`config.mk`:
```
export PLATFORM = sky130hd
export DESIGN_NAME = hazard_ctrl_sb
export DESIGN_NICKNAME = d
export VERILOG_FILES = /design/src/rtl/hazard_ctrl_sb_pkg.sv /design/src/rtl/hazard_scoreboard.sv /design/src/rtl/hazard_ctrl_sb.sv
export SDC_FILE = /design/constraint.sdc
export NUM_CORES = 1
export LEC_CHECK = 0
export ABC_AREA = 1
export BUFFER_PORTS_ARGS = -buffer_cell sky130_fd_sc_hd__buf_2
export CAP_MARGIN = 20
export CORE_AREA = 2 2 106 108
export DETAILED_ROUTE_END_ITERATION = 10
export DIE_AREA = 0 0 108 110
export HOLD_SLACK_MARGIN = 0.08
export MAX_ROUTING_LAYER = met4
export PLACE_DENSITY = 0.72
export SLEW_MARGIN = 20
export SYNTH_ARGS = -nofsm -noshare
export SYNTH_HDL_FRONTEND = slang
export SYNTH_HIERARCHICAL = 1
export SYNTH_SLANG_ARGS = --single-unit
```
`constraint.sdc`:
```
create_clock -name clk -period 4.9 [get_ports clk]
set_clock_uncertainty 0.1 [all_clocks]
set_input_delay 0.49 -clock clk [delete_from_list [all_inputs] [get_ports clk]]
set_output_delay 0.49 -clock clk [all_outputs]
set_load 0.01 [all_outputs]
```
`src/rtl/hazard_ctrl_sb_pkg.sv`:
```
// Shared pipeline definitions for the hazard controller.
// Forward-select encodings and register index width helper.
package hazard_ctrl_sb_pkg;

  localparam logic [1:0] FWD_RF = 2'b00;
  localparam logic [1:0] FWD_W  = 2'b01;
  localparam logic [1:0] FWD_M  = 2'b10;

  function automatic int aw_of(input int n);
    return (n > 1) ? $clog2(n) : 1;
  endfunction

endpackage

```
`src/rtl/hazard_scoreboard.sv`:
```
// Pending-write scoreboard for long-latency ops.
// Tracks outstanding destinations, their count, and protocol errors.
module hazard_scoreboard
  import hazard_ctrl_sb_pkg::*;
#(
  parameter  int NREG    = 32,
  parameter  int MAX_OUT = 4,
  localparam int AW      = aw_of(NREG),
  localparam int OW      = $clog2(MAX_OUT + 1)
) (
  input  logic            clk,
  input  logic            rst,
  input  logic            set_en,
  input  logic [AW-1:0]   set_idx,
  input  logic            clr_en,
  input  logic [AW-1:0]   clr_idx,
  output logic [NREG-1:0] pending,
  output logic [OW-1:0]   out_cnt,
  output logic            sb_err
);

  logic            full;
  logic            do_set;
  logic            do_clr;
  logic            bad;
  logic [NREG-1:0] pend_nxt;
  logic [OW-1:0]   cnt_nxt;

  assign full   = (out_cnt == OW'(MAX_OUT));
  assign do_set = set_en & (set_idx != '0) & ~full;
  // pending[0] is never set, so a clear of x0 is always a bad clear
  assign do_clr = clr_en & pending[clr_idx];
  assign bad    = (set_en & full) | (clr_en & ~pending[clr_idx]);

  always_comb begin
    pend_nxt = pending;
    if (do_clr)
      pend_nxt[clr_idx] = 1'b0;
    if (do_set)
      pend_nxt[set_idx] = 1'b1;
    pend_nxt[0] = 1'b0;
  end

  always_comb begin
    cnt_nxt = out_cnt;
    unique case ({do_set, do_clr})
      2'b10:   cnt_nxt = out_cnt + 1'b1;
      2'b01:   cnt_nxt = out_cnt - 1'b1;
      default: cnt_nxt = out_cnt;
    endcase
  end

  always_ff @(posedge clk) begin
    if (!rst) begin
      pending <= '0;
      out_cnt <= '0;
      sb_err  <= 1'b0;
    end else begin
      pending <= pend_nxt;
      out_cnt <= cnt_nxt;
      sb_err  <= sb_err | bad;
    end
  end

endmodule

```
`src/rtl/hazard_ctrl_sb.sv`:
```
// Hazard controller: forwarding, load-use and scoreboard stalls,
// branch flush, and a saturating stall-cycle counter.
module hazard_ctrl_sb
  import hazard_ctrl_sb_pkg::*;
#(
  parameter  int NREG    = 32,
  parameter  int MAX_OUT = 4,
  parameter  int CNT_W   = 16,
  localparam int AW      = aw_of(NREG),
  localparam int OW      = $clog2(MAX_OUT + 1)
) (
  input  logic             clk,
  input  logic             rst,
  input  logic [AW-1:0]    RS1_D,
  input  logic [AW-1:0]    RS2_D,
  input  logic [AW-1:0]    RD_D,
  input  logic             LongD,
  input  logic [AW-1:0]    RS1_E,
  input  logic [AW-1:0]    RS2_E,
  input  logic [AW-1:0]    RD_E,
  input  logic             RegWriteE,
  input  logic             LoadE,
  input  logic             LongIssueE,
  input  logic             PCSrcE,
  input  logic [AW-1:0]    RD_M,
  input  logic [AW-1:0]    RD_W,
  input  logic             RegWriteM,
  input  logic             RegWriteW,
  input  logic             LongDone,
  input  logic [AW-1:0]    LongRD,
  output logic [1:0]       ForwardAE,
  output logic [1:0]       ForwardBE,
  output logic             StallF,
  output logic             StallD,
  output logic             FlushD,
  output logic             FlushE,
  output logic [OW-1:0]    OutCnt,
  output logic [CNT_W-1:0] StallCnt,
  output logic             SbErr
);

  logic [NREG-1:0] pending;
  logic            m_ok;
  logic            w_ok;
  logic            lw_stall;
  logic            sb_stall;
  logic            stall;
  logic            unused;

  assign unused = RegWriteE;

  hazard_scoreboard #(
    .NREG    (NREG),
    .MAX_OUT (MAX_OUT)
  ) u_sb (
    .clk     (clk),
    .rst     (rst),
    .set_en  (LongIssueE),
    .set_idx (RD_E),
    .clr_en  (LongDone),
    .clr_idx (LongRD),
    .pending (pending),
    .out_cnt (OutCnt),
    .sb_err  (SbErr)
  );

  assign m_ok = RegWriteM & (RD_M != '0);
  assign w_ok = RegWriteW & (RD_W != '0);

  always_comb begin
    ForwardAE = FWD_RF;
    ForwardBE = FWD_RF;
    if (rst) begin
      if (m_ok && RD_M == RS1_E)
        ForwardAE = FWD_M;
      else if (w_ok && RD_W == RS1_E)
        ForwardAE = FWD_W;
      if (m_ok && RD_M == RS2_E)
        ForwardBE = FWD_M;
      else if (w_ok && RD_W == RS2_E)
        ForwardBE = FWD_W;
    end
  end

  assign lw_stall = LoadE & (RD_E != '0) &
                    ((RD_E == RS1_D) | (RD_E == RS2_D));
  assign sb_stall = pending[RS1_D] | pending[RS2_D] |
                    (pending[RD_D] & (RD_D != '0)) |
                    (LongD & (OutCnt == OW'(MAX_OUT)));
  // a taken branch squashes D, so its hazards are moot
  assign stall    = (lw_stall | sb_stall) & ~PCSrcE;

  assign StallF = rst & stall;
  assign StallD = rst & stall;
  assign FlushD = rst & PCSrcE;
  assign FlushE = rst & (stall | PCSrcE);

  always_ff @(posedge clk) begin
    if (!rst)
      StallCnt <= '0;
    else if (StallD && StallCnt != '1)
      StallCnt <= StallCnt + 1'b1;
  end

endmodule
```
==> qor.yml, run 1 <==
clk_pin_slew_worst_paths_ps: 90
floorplan.initialDensity_pct: 48.9
ys_types: 44
reg2regPathDepth: 14
nNetsFinal: 1012
yosysSeqAreaShare_pct: 19.5
hold_violations: 0
cts_resized: 0
clock_path_buffers: 2
antenna_found_initial: 0
syn_nets: 958
detail-route-antenna-nets: 0
cts_root_buf: "clkbuf_8"
timing.rr.start: "u_sb/pending[21]"
synthTopCellsByCount: "nand2_1, inv_1, nand3_1"
viasPerCell: 5.24
worstPathCellList: "buf_2, inv_2, nand2_1, nand3_1, nand2_1, nand2_1, nand2_1, inv_1, a21oi_1, nor2_2, nand2_4, nand2_1, nand2_1, buf_2"
die_y_um: 110
grt_max_degree: 34
final_util_pct: 52.6
ir_drop_mv: 0.125
slowest_delay_ps: 310
gp_congestion: 0.897
num_vias: 5743
cp_top_family: "simple AND/OR/NAND/NOR gates"
area_growth_syn_to_layout_pct: 7.54
port_buffers: 81
io_pins: 83
crit_type: "input port to primary output"
synth_top_area_cell: "nand2_1"
crit_path_top_delay_cell: "buf_2"
cpMostUsedCell: "nand2_1"
clk-insertion-delay-late_ps: 330
grt_pass1_wl_um: 24300
drive_above_1_share_pct: 20.0
h-tree-depth: 2
max_freq_ghz: 0.355
r2r-end: "u_sb/out_cnt[2]"
num_rows: 38
final_area_mm2: 0.00562
grt_pass1_vias: 5171
synth_area_mm2: 0.00523
power_density_mw_per_mm2: 170
post_cts_buffers: 0
cp.buffers_inverters: 4
cap_viol_max_count: 0
total_power_mw: 0.957
crit_fanout: 31
post_drt_wl_per_cell_um: 13.6
period_needed_ps: 2810
dpl-instance-area_mm2: 0.00554
worstHoldStart: "LongIssueE"
post-route-period-util_pct: 57.4
ys.flop_type: "dfxtp_1"
holdPathEnd: "u_sb/sb_err"
core-area_mm2: 0.0107
dieArea_mm2: 0.0119
synth.most_common_cell: "nand2_1"
grt_setup_unrepaired: "false"
drt-total-wl_um: 14900
tightest_slew_ps: 921
drtPass1Iterations: 5
die-width_um: 108
r2r_setup_slack_ps: 2610
ys_ff_latch: 51
postSynth.asyncResetShare_pct: 0
synth.area.top_cells: "nand2_1, dfxtp_1, nand3_1, inv_1, nand3_2"
grt_usage_pct: 26.4
grt_overflow: 0
cts.sinks: 51
final_max_slew_viol_count: 0
dp_hpwl_um: 11000
end_kind: "primary output"
cp-start-kind: "input port"
slew_headroom_pct: 38.6
hold_class: "input port to flip-flop"
synth.avg_cell_area_um2: 5.81
syn-instance-count: 900
leakage_nw: 2.67
synth_edf_count: 0
synth_top_cell_area_share_pct: 23.8
cts_tree: "yes"
finalSetupTns_ps: 0
crit_required_ps: 4310
drc: 0
numCtsBuffers: 5
cts_hold_buf: 0
whs_path_depth: 3
status: "completed"
drt_iter0_markers: 319
setup-violations-final: 0
worst_ep_arrival_time_ps: 2220
ys_warn_count: 6
antennaDiodeCount: 0
==> how the worst max path moves through the flow <==
stage          slack [ps]         endpoint       from  cells past startpoint
3_3_place_gp         1980  u_sb/out_cnt[2]  LongRD[0]                     16
3_5_place_dp         1960  u_sb/out_cnt[2]  LongRD[0]                     16
6_report             2090           FlushE    RD_D[0]                     14
5_1_grt              1860           FlushE    RD_D[0]                     14
4_1_cts              2120           FlushE    RD_D[0]                     14
2_1_floorplan        2400  u_sb/out_cnt[2]  LongRD[0]                     16
==> power breakdown <==
part | internal, mW | switching [mW]
registers | 0.422 | 0.00964
clock network | 0.100 | 0.155
logic | 0.0854 | 0.184
==> worst min-delay path, cell delays in order <==
cell     delay (ps)
buf_2           110
nand2_1          60
a31oi_1          80
==> layer usage <==
layer  routed length [µm]  GRT usage (%)  vias up
met5                    0              -        -
met4                  319           8.52        0
met3                  978           3.29       25
met2                 7000           44.4      208
met1                 6650           33.1     2552
li1                     -              -     2958
==> stage by stage <==
step	cells	hold slack [ps]	setup slack (ps)
finish	1095	366	2090
global route	1095	391	1860
CTS	1095	353	2120
detailed placement	1087	367	1960
global placement	1087	366	1980
floorplan	900	352	2400
==> registers in the layout (all words and copies together), names as in the netlist <==
signal        cells
u_sb/out_cnt      3
StallCnt         16
u_sb/pending     31
u_sb/sb_err       1
==> logic make-up (layout without fill, tap and decap cells) <==
family	Yosys count	count (layout)	share of synthesized area, %
fa+ha+maj	3	3	0.861
simple gates	605	605	53.1
other cells	1	1	0.0717
compound gates	59	59	8.59
flops	51	51	19.5
buf+inv	163	218	14.8
xor+xnor	18	18	3.02
==> area by class of cell <==
class	count	area [µm²]
Fill cell	1185	5070
Multi-Input combinational cell	686	3440
Sequential cell	51	1020
Inverter	127	484
Timing Repair Buffer	83	420
Tap cell	140	175
Clock buffer	6	72.6
Clock inverter	2	12.5
==> cell usage in the layout, fill, tap and decap left out, drive strengths merged, types with 10 or more instances in the layout <==
cell type	count
dfxtp	51
inv	127
nor4	11
nand4	21
nand3	131
nor3	17
xor2	10
buf	83
nand2	336
nor2	83
a21oi	38
Power figures use the tool's default switching activity.
==> run 2, diff against run 1 <==
ABC_AREA = 0   (was 1)
CORE_AREA = 2 2 96 98   (was 2 2 106 108)
DIE_AREA = 0 0 98 100   (was 0 0 108 110)
PLACE_DENSITY = 0.74   (was 0.72)
clock period = 2.78 ns   (was 4.9 ns; I/O delays follow)
==> qor.yml, run 2 <==
clk-insertion-delay-late_ps: 310  # -20 ps
seq_power_share_pct: 45.2  # about the same
syn_nets: 571  # -40%
ys_ff_latch: 51  # unchanged
crit_type: "flip-flop to flip-flop"
syn-instance-count: 513  # -43%
grt_pass1_wl_um: 20800  # -15%
synth_edf_count: 0  # unchanged
grt_setup_unrepaired: "true"
cellInternalPower_mw: 1.17  # +92%
end_kind: "flip-flop"
startpoint: "u_sb/pending[19]"
core-area_mm2: 0.00889  # -17%
ys_types: 60  # +36%
post_drt_wl_per_cell_um: 18.1  # +32%
cap_viol_max_count: 0  # unchanged
switching_share_pct: 31.3  # -5.1 points
power_density_mw_per_mm2: 333  # +96%
nNetsFinal: 668  # -34%
timing.rr.start: "u_sb/pending[19]"
synth_top_cell_area_share_pct: 23.7  # -0.13 points
synth_top_area_cell: "dfxtp_1"
largest-register: "u_sb/pending"
antennaDiodeCount: 0  # unchanged
worstPathCellList: "mux4_2, a32o_1, a311oi_2, and3_4, nor2b_1, ha_2, fa_2, xnor2_1, or3_1, a21boi_1"
grt_usage_pct: 26.8  # +0.41 points
grt_overflow: 0  # unchanged
status: "finished, violations left"
grt_pass1_vias: 4215  # -18%
post-route-period-util_pct: 101
drtPass1Iterations: 5  # unchanged
yosysSeqAreaShare_pct: 23.7  # +4.2 points
port_buffers: 81  # unchanged
viasPerCell: 6.29  # +20%
crit_path_top_delay_cell: "mux4_2"
die_y_um: 100  # -9.1%
cts_root_buf: "clkbuf_8"
slew_headroom_pct: 54.7  # +16 points
numCtsBuffers: 5  # unchanged
antenna_found_initial: 0  # unchanged
io_pins: 83  # unchanged
timing.hold.ws_ps: 220  # -146 ps
finalWorstSetupSlack_ps: -36.1  # -2120 ps
finalSetupTns_ps: -36.1  # -36.1 ps
r2r_setup_slack_ps: -40  # -2650 ps
crit_fanout: 2  # -94%
num_vias: 4540  # -21%
drt-total-wl_um: 13100  # -13%
synth.area.top_cells: "dfxtp_1, mux2i_1, o221a_1, nor2_1, mux4_2"
num_rows: 35  # -7.9%
ys_warn_count: 6  # unchanged
ys.flop_type: "dfxtp_1"
max_freq_ghz: 0.355
setup-violations-final: 1  # +1
top_regs: "u_sb/pending (31), StallCnt (16), u_sb/out_cnt (3)"
largest_reg_flops: 31  # unchanged
fillers: 849  # -28%
ir_drop_mv: 0.205  # +64%
slowest_delay_ps: 460  # +150 ps
drt_iter0_markers: 434  # +36%
switchingPower_mw: 0.534  # +53%
leakage_nw: 2.01  # -25%
mostFrequentLayoutCells: "buf_2, nor2_1, dfxtp_1"
h-tree-depth: 2  # unchanged
final_max_slew_viol_count: 0  # unchanged
clk_pin_slew_worst_paths_ps: 90  # about the same
gp_congestion: 0.992  # +11%
drc: 0  # unchanged
hold_class: "input port to flip-flop"
crit_required_ps: 2930  # -1380 ps
tightest_slew_ps: 679  # -242 ps
violations: "negative setup slack"
final_common_cell: "buf_2"
floorplan.initialDensity_pct: 48.4  # -0.43 points
synth_area_mm2: 0.00431  # -18%
crit_cells: 10  # -4
r2r-end: "u_sb/out_cnt[2]"
drive_above_1_share_pct: 26.5  # +6.5 points
clock_path_buffers: 2  # unchanged
postSynth.asyncResetShare_pct: 0  # unchanged
die-width_um: 98  # -9.3%
total_power_mw: 1.70  # +78%
cts.sinks: 51  # unchanged
pwr-share-comb_pct: 26.3  # -1.8 points
period_needed_ps: 2820
dp_hpwl_um: 9710  # -12%
synth.most_common_cell: "nor2_1"
holdPathEnd: "StallCnt[12]"
detail-route-antenna-nets: 0  # unchanged
cts_tree: "yes"
area_growth_syn_to_layout_pct: 18.8
reg2regPathDepth: 10  # -4
synth.avg_cell_area_um2: 8.39  # +44%
synthTopCellsByCount: "nor2_1, dfxtp_1, mux2i_1, nand2_1, o21ai_0"
whs_path_depth: 3  # unchanged
cp-start-kind: "flip-flop"
pwr-share-clk_pct: 28.5  # +1.8 points
worstHoldStart: "rst"
worst_ep_arrival_time_ps: 2960  # +740 ps
hold_violations: 0  # unchanged
cp.buffers_inverters: 0  # -4
grt_max_degree: 51  # +50%
cp_top_family: "compound AO/OA/AOI/OAI gates"
dieArea_mm2: 0.00980  # -18%
-- run 2: stage by stage --
step	setup WS, ps	instances	cell area, µm²	util [%]
final	-36.1	722	5120	57.6
after CTS	-40.9	719	5070	57.1
after detailed placement	-317	711	4960	55.8
after global routing	-156	722	5120	57.6
after floorplan	-124	513	4320	-
after global placement	-267	711	4960	55.8
-- run 2: layout make-up --
type / count / area (µm²) / area share (%)
Inverter: 7 / 26.3 / 0.513
Sequential cell: 51 / 1020 / 20.0
Timing Repair Buffer: 124 / 744 / 14.5
Tap cell: 111 / 139 / 2.71
Clock buffer: 7 / 96.3 / 1.88
Clock inverter: 1 / 7.51 / 0.147
Multi-Input combinational cell: 421 / 3080 / 60.2
-- run 2: cell families (layout without fill, tap and decap cells) --
logic type / count (synthesis) / after routing / synth area share, %
xor gates and xnor gates: 33 / 33 / 6.71
DFF: 51 / 51 / 23.7
AOI/OAI and AO/OA: 109 / 109 / 19.5
adders and majority gates: 3 / 3 / 1.05
other: 1 / 1 / 0.0871
muxes: 57 / 57 / 18.3
and+or+nand+nor: 218 / 218 / 25.2
buffers and inverters: 41 / 139 / 5.52
-- run 2: timing repair --
item,in CTS,in global routing
pin swaps,1,7
hold buffers,0,0
setup endpoints to repair,4,5
setup buffers,0,3
gates resized for setup,2,6
-- run 2: worst max-delay path by stage --
stage	to	slack [ps]
final	u_sb/out_cnt[2]	-40
after global placement	u_sb/out_cnt[2]	-270
after detailed placement	u_sb/out_cnt[2]	-320
after global routing	u_sb/out_cnt[2]	-160
after floorplan	u_sb/out_cnt[2]	-120
after CTS	u_sb/out_cnt[2]	-40
-- run 2: tightest hold or removal path: cells and delay by family --
family	cells	cell delay, ps
simple gates	1	100
buf+inv	2	210
-- run 2: power groups by stage --
stage | combinational, mW | clock [mW] | sequential (mW)
after floorplan | 0.273 | 0 | 0.788
after global placement | 0.414 | 0 | 0.786
after detailed placement | 0.423 | 0 | 0.787
after CTS | 0.427 | 0.496 | 0.770
after global routing | 0.487 | 0.516 | 0.773
final | 0.448 | 0.485 | 0.770
-- run 2: layer usage --
layer | wire length [µm] | global-route usage (%)
met4 | 391 | 9.19
met1 | 5350 | 33.7
met5 | 0 | -
met2 | 6190 | 43.9
met3 | 1110 | 4.60
==> run 3, diff against run 2 <==
CORE_AREA = 2 2 91 93   (was 2 2 96 98)
CTS_CLUSTER_DIAMETER = 30   (was unset)
DIE_AREA = 0 0 93 95   (was 0 0 98 100)
PLACE_DENSITY = 0.75   (was 0.74)
SYNTH_HIERARCHICAL = unset   (was 1)
==> qor.yml, run 3 <==
gp_congestion: 0.999  # +0.68%
core-area_mm2: 0.00793  # -11%
syn-instance-count: 449  # -12%
clock_path_buffers: 2  # unchanged
nNetsFinal: 609  # -8.8%
num_rows: 33  # -5.7%
num_vias: 4005  # -12%
top_regs: "u_sb.pending (31), StallCnt (16), u_sb.out_cnt (3)"
viasPerCell: 6.10  # -3.1%
drtPass1Iterations: 5  # unchanged
whs_path_depth: 3  # unchanged
crit_type: "flip-flop to primary output"
synth.avg_cell_area_um2: 8.51  # +1.3%
dp_hpwl_um: 8500  # -13%
detail-route-antenna-nets: 0  # unchanged
antenna_found_initial: 0  # unchanged
clk-insertion-delay-late_ps: 310  # about the same
tightest_slew_ps: 788  # +110 ps
drt_iter0_markers: 448  # +3.2%
crit_required_ps: 2400  # -530 ps
crit_path_top_delay_cell: "mux4_2"
cts_root_buf: "clkbuf_8"
dieArea_mm2: 0.00884  # -9.8%
grt_pass1_wl_um: 18000  # -13%
worst_ep_arrival_time_ps: 2380  # -580 ps
ir_drop_mv: 0.238  # +16%
end_kind: "primary output"
synthTopCellsByCount: "a21oi_1, dfxtp_1, nand2_1"
holdPathEnd: "u_sb.sb_err"
h-tree-depth: 2  # unchanged
r2r-end: "u_sb.out_cnt[2]"
syn_nets: 507  # -11%
power_density_mw_per_mm2: 344  # +3.5%
slew_headroom_pct: 47.3  # -7.4 points
crit_fanout: 4  # +2
largest_reg_flops: 31  # unchanged
mostFrequentLayoutCells: "buf_2, a21oi_1, dfxtp_1, nand2_1, buf_4"
final_max_slew_viol_count: 0  # unchanged
timing.rr.start: "u_sb.pending[24]"
grt_overflow: 0  # unchanged
period_needed_ps: 2760  # -58.7 ps
cts.sinks: 51  # unchanged
floorplan.initialDensity_pct: 48.2  # -0.26 points
largest-register: "u_sb.pending"
grt_setup_unrepaired: "true"
ys_warn_count: 0  # -6
cp-start-kind: "flip-flop"
grt_pass1_vias: 3823  # -9.3%
antennaDiodeCount: 0  # unchanged
max_freq_ghz: 0.363  # +2.1%
worstPathCellList: "buf_6, mux4_2, a32oi_1, nand4_1, nand4b_1, o31ai_4, nor2_1, buf_2"
post_drt_wl_per_cell_um: 17.6  # -2.5%
area_growth_syn_to_layout_pct: 24.7
grt_max_degree: 33  # -35%
io_pins: 83  # unchanged
fillers: 712  # -16%
synth_top_area_cell: "dfxtp_1"
synth_edf_count: 0  # unchanged
finalSetupTns_ps: 0  # +36.1 ps
final_common_cell: "buf_2"
synth_area_mm2: 0.00382  # -11%
hold_violations: 0  # unchanged
grt_usage_pct: 26.8  # -0.035 points
drt-total-wl_um: 11600  # -11%
die_y_um: 95  # -5.0%
port_buffers: 81  # unchanged
die-width_um: 93  # -5.1%
yosysSeqAreaShare_pct: 26.7  # +3.0 points
cap_viol_max_count: 0  # unchanged
clk_pin_slew_worst_paths_ps: 90  # about the same
cts_tree: "yes"
post-route-period-util_pct: 99.2  # -2.1 points
drive_above_1_share_pct: 33.2  # +6.6 points
r2r_setup_slack_ps: 80  # +120 ps
final_area_mm2: 0.00476  # -6.9%
hold_class: "input port to flip-flop"
ys_types: 53  # -12%
dpl-instance-area_mm2: 0.00451  # -9.0%
leakage_nw: 1.81  # -9.8%
setup-violations-final: 0  # -1
postSynth.asyncResetShare_pct: 0  # unchanged
ys.flop_type: "dfxtp_1"
total_power_mw: 1.64  # -3.7%
synth.area.top_cells: "dfxtp_1, mux4_2, a21oi_1, xor2_1, nand2_1"
synth_top_cell_area_share_pct: 26.7  # +3.0 points
slowest_delay_ps: 460  # about the same
numCtsBuffers: 5  # unchanged
drc: 0  # unchanged
worstHoldStart: "LongIssueE"
status: "completed"
cts_hold_buf: 0  # unchanged
ys_ff_latch: 51  # unchanged
reg2regPathDepth: 11  # +1
run 3: routing by layer:
metal	routed length (µm)	up-vias	GRT usage [%]
met1	4670	1913	33.5
met4	196	0	8.70
met3	876	22	2.87
met2	5830	202	45.7
li1	-	1868	-
met5	0	-	-
run 3: cells by family after synthesis:
family	count (synthesis)	share of synthesized area (%)
AOI/OAI and AO/OA	119	18.0
xor gates and xnor gates	33	7.57
adders and majority gates	3	1.18
buffers and inverters	36	4.49
DFF	51	26.7
muxes	39	18.9
and+or+nand+nor	168	23.2
run 3: through the flow:
stage | std cells | hold WS [ps] | worst slack (ps) | utilization [%]
floorplan | 449 | 337 | 55.9 | -
global placement | 645 | 370 | -186 | 56.9
detailed placement | 645 | 383 | -228 | 56.9
CTS | 653 | 130 | 20.5 | 58.5
global route | 657 | 176 | -45.3 | 60.1
finish | 657 | 131 | 22.6 | 60.1
run 3: worst max-delay path by stage:
stage / endpoint / startpoint / slack [ps]
after floorplan: u_sb.out_cnt[2] / LongRD[0] / 60
after global placement: u_sb.out_cnt[2] / LongRD[0] / -190
after detailed placement: u_sb.out_cnt[2] / LongRD[0] / -230
after CTS: StallD / u_sb.pending[31] / 20
after global routing: u_sb.out_cnt[2] / u_sb.pending[24] / -50
final: StallD / u_sb.pending[31] / 20
run 3: power by group:
group / switching (mW) / leakage, nW / internal (mW)
combinational: 0.194 / 1.33 / 0.153
sequential: 0.0130 / 0.415 / 0.742
clock: 0.248 / 0.0612 / 0.292
total: 0.455 / 1.81 / 1.19
run 3: area by class of cell:
cell class	count	area, µm²	share of cell area, %
inverter	9	33.8	0.709
multi-input combinational	362	2710	57.0
timing repair buffer	122	737	15.5
sequential	51	1030	21.6
clock buffer	6	82.6	1.73
tap	105	131	2.76
clock inverter	2	35.0	0.735
run 3: critical path, delay by kind of cell (launching register included):
kind                   cells  cell delay, ps
AOI/OAI and AO/OA          2             500
muxes                      1             460
DFF                        1             330
buffers and inverters      2             280
and+or+nand+nor            3             510
run 3: repair_timing:
action,4_1_cts,5_1_grt
setup buffers,0,4
gates resized for setup,2,24
endpoints found under the setup margin,3,5
pin swaps,1,11
endpoints found under the hold margin,0,0
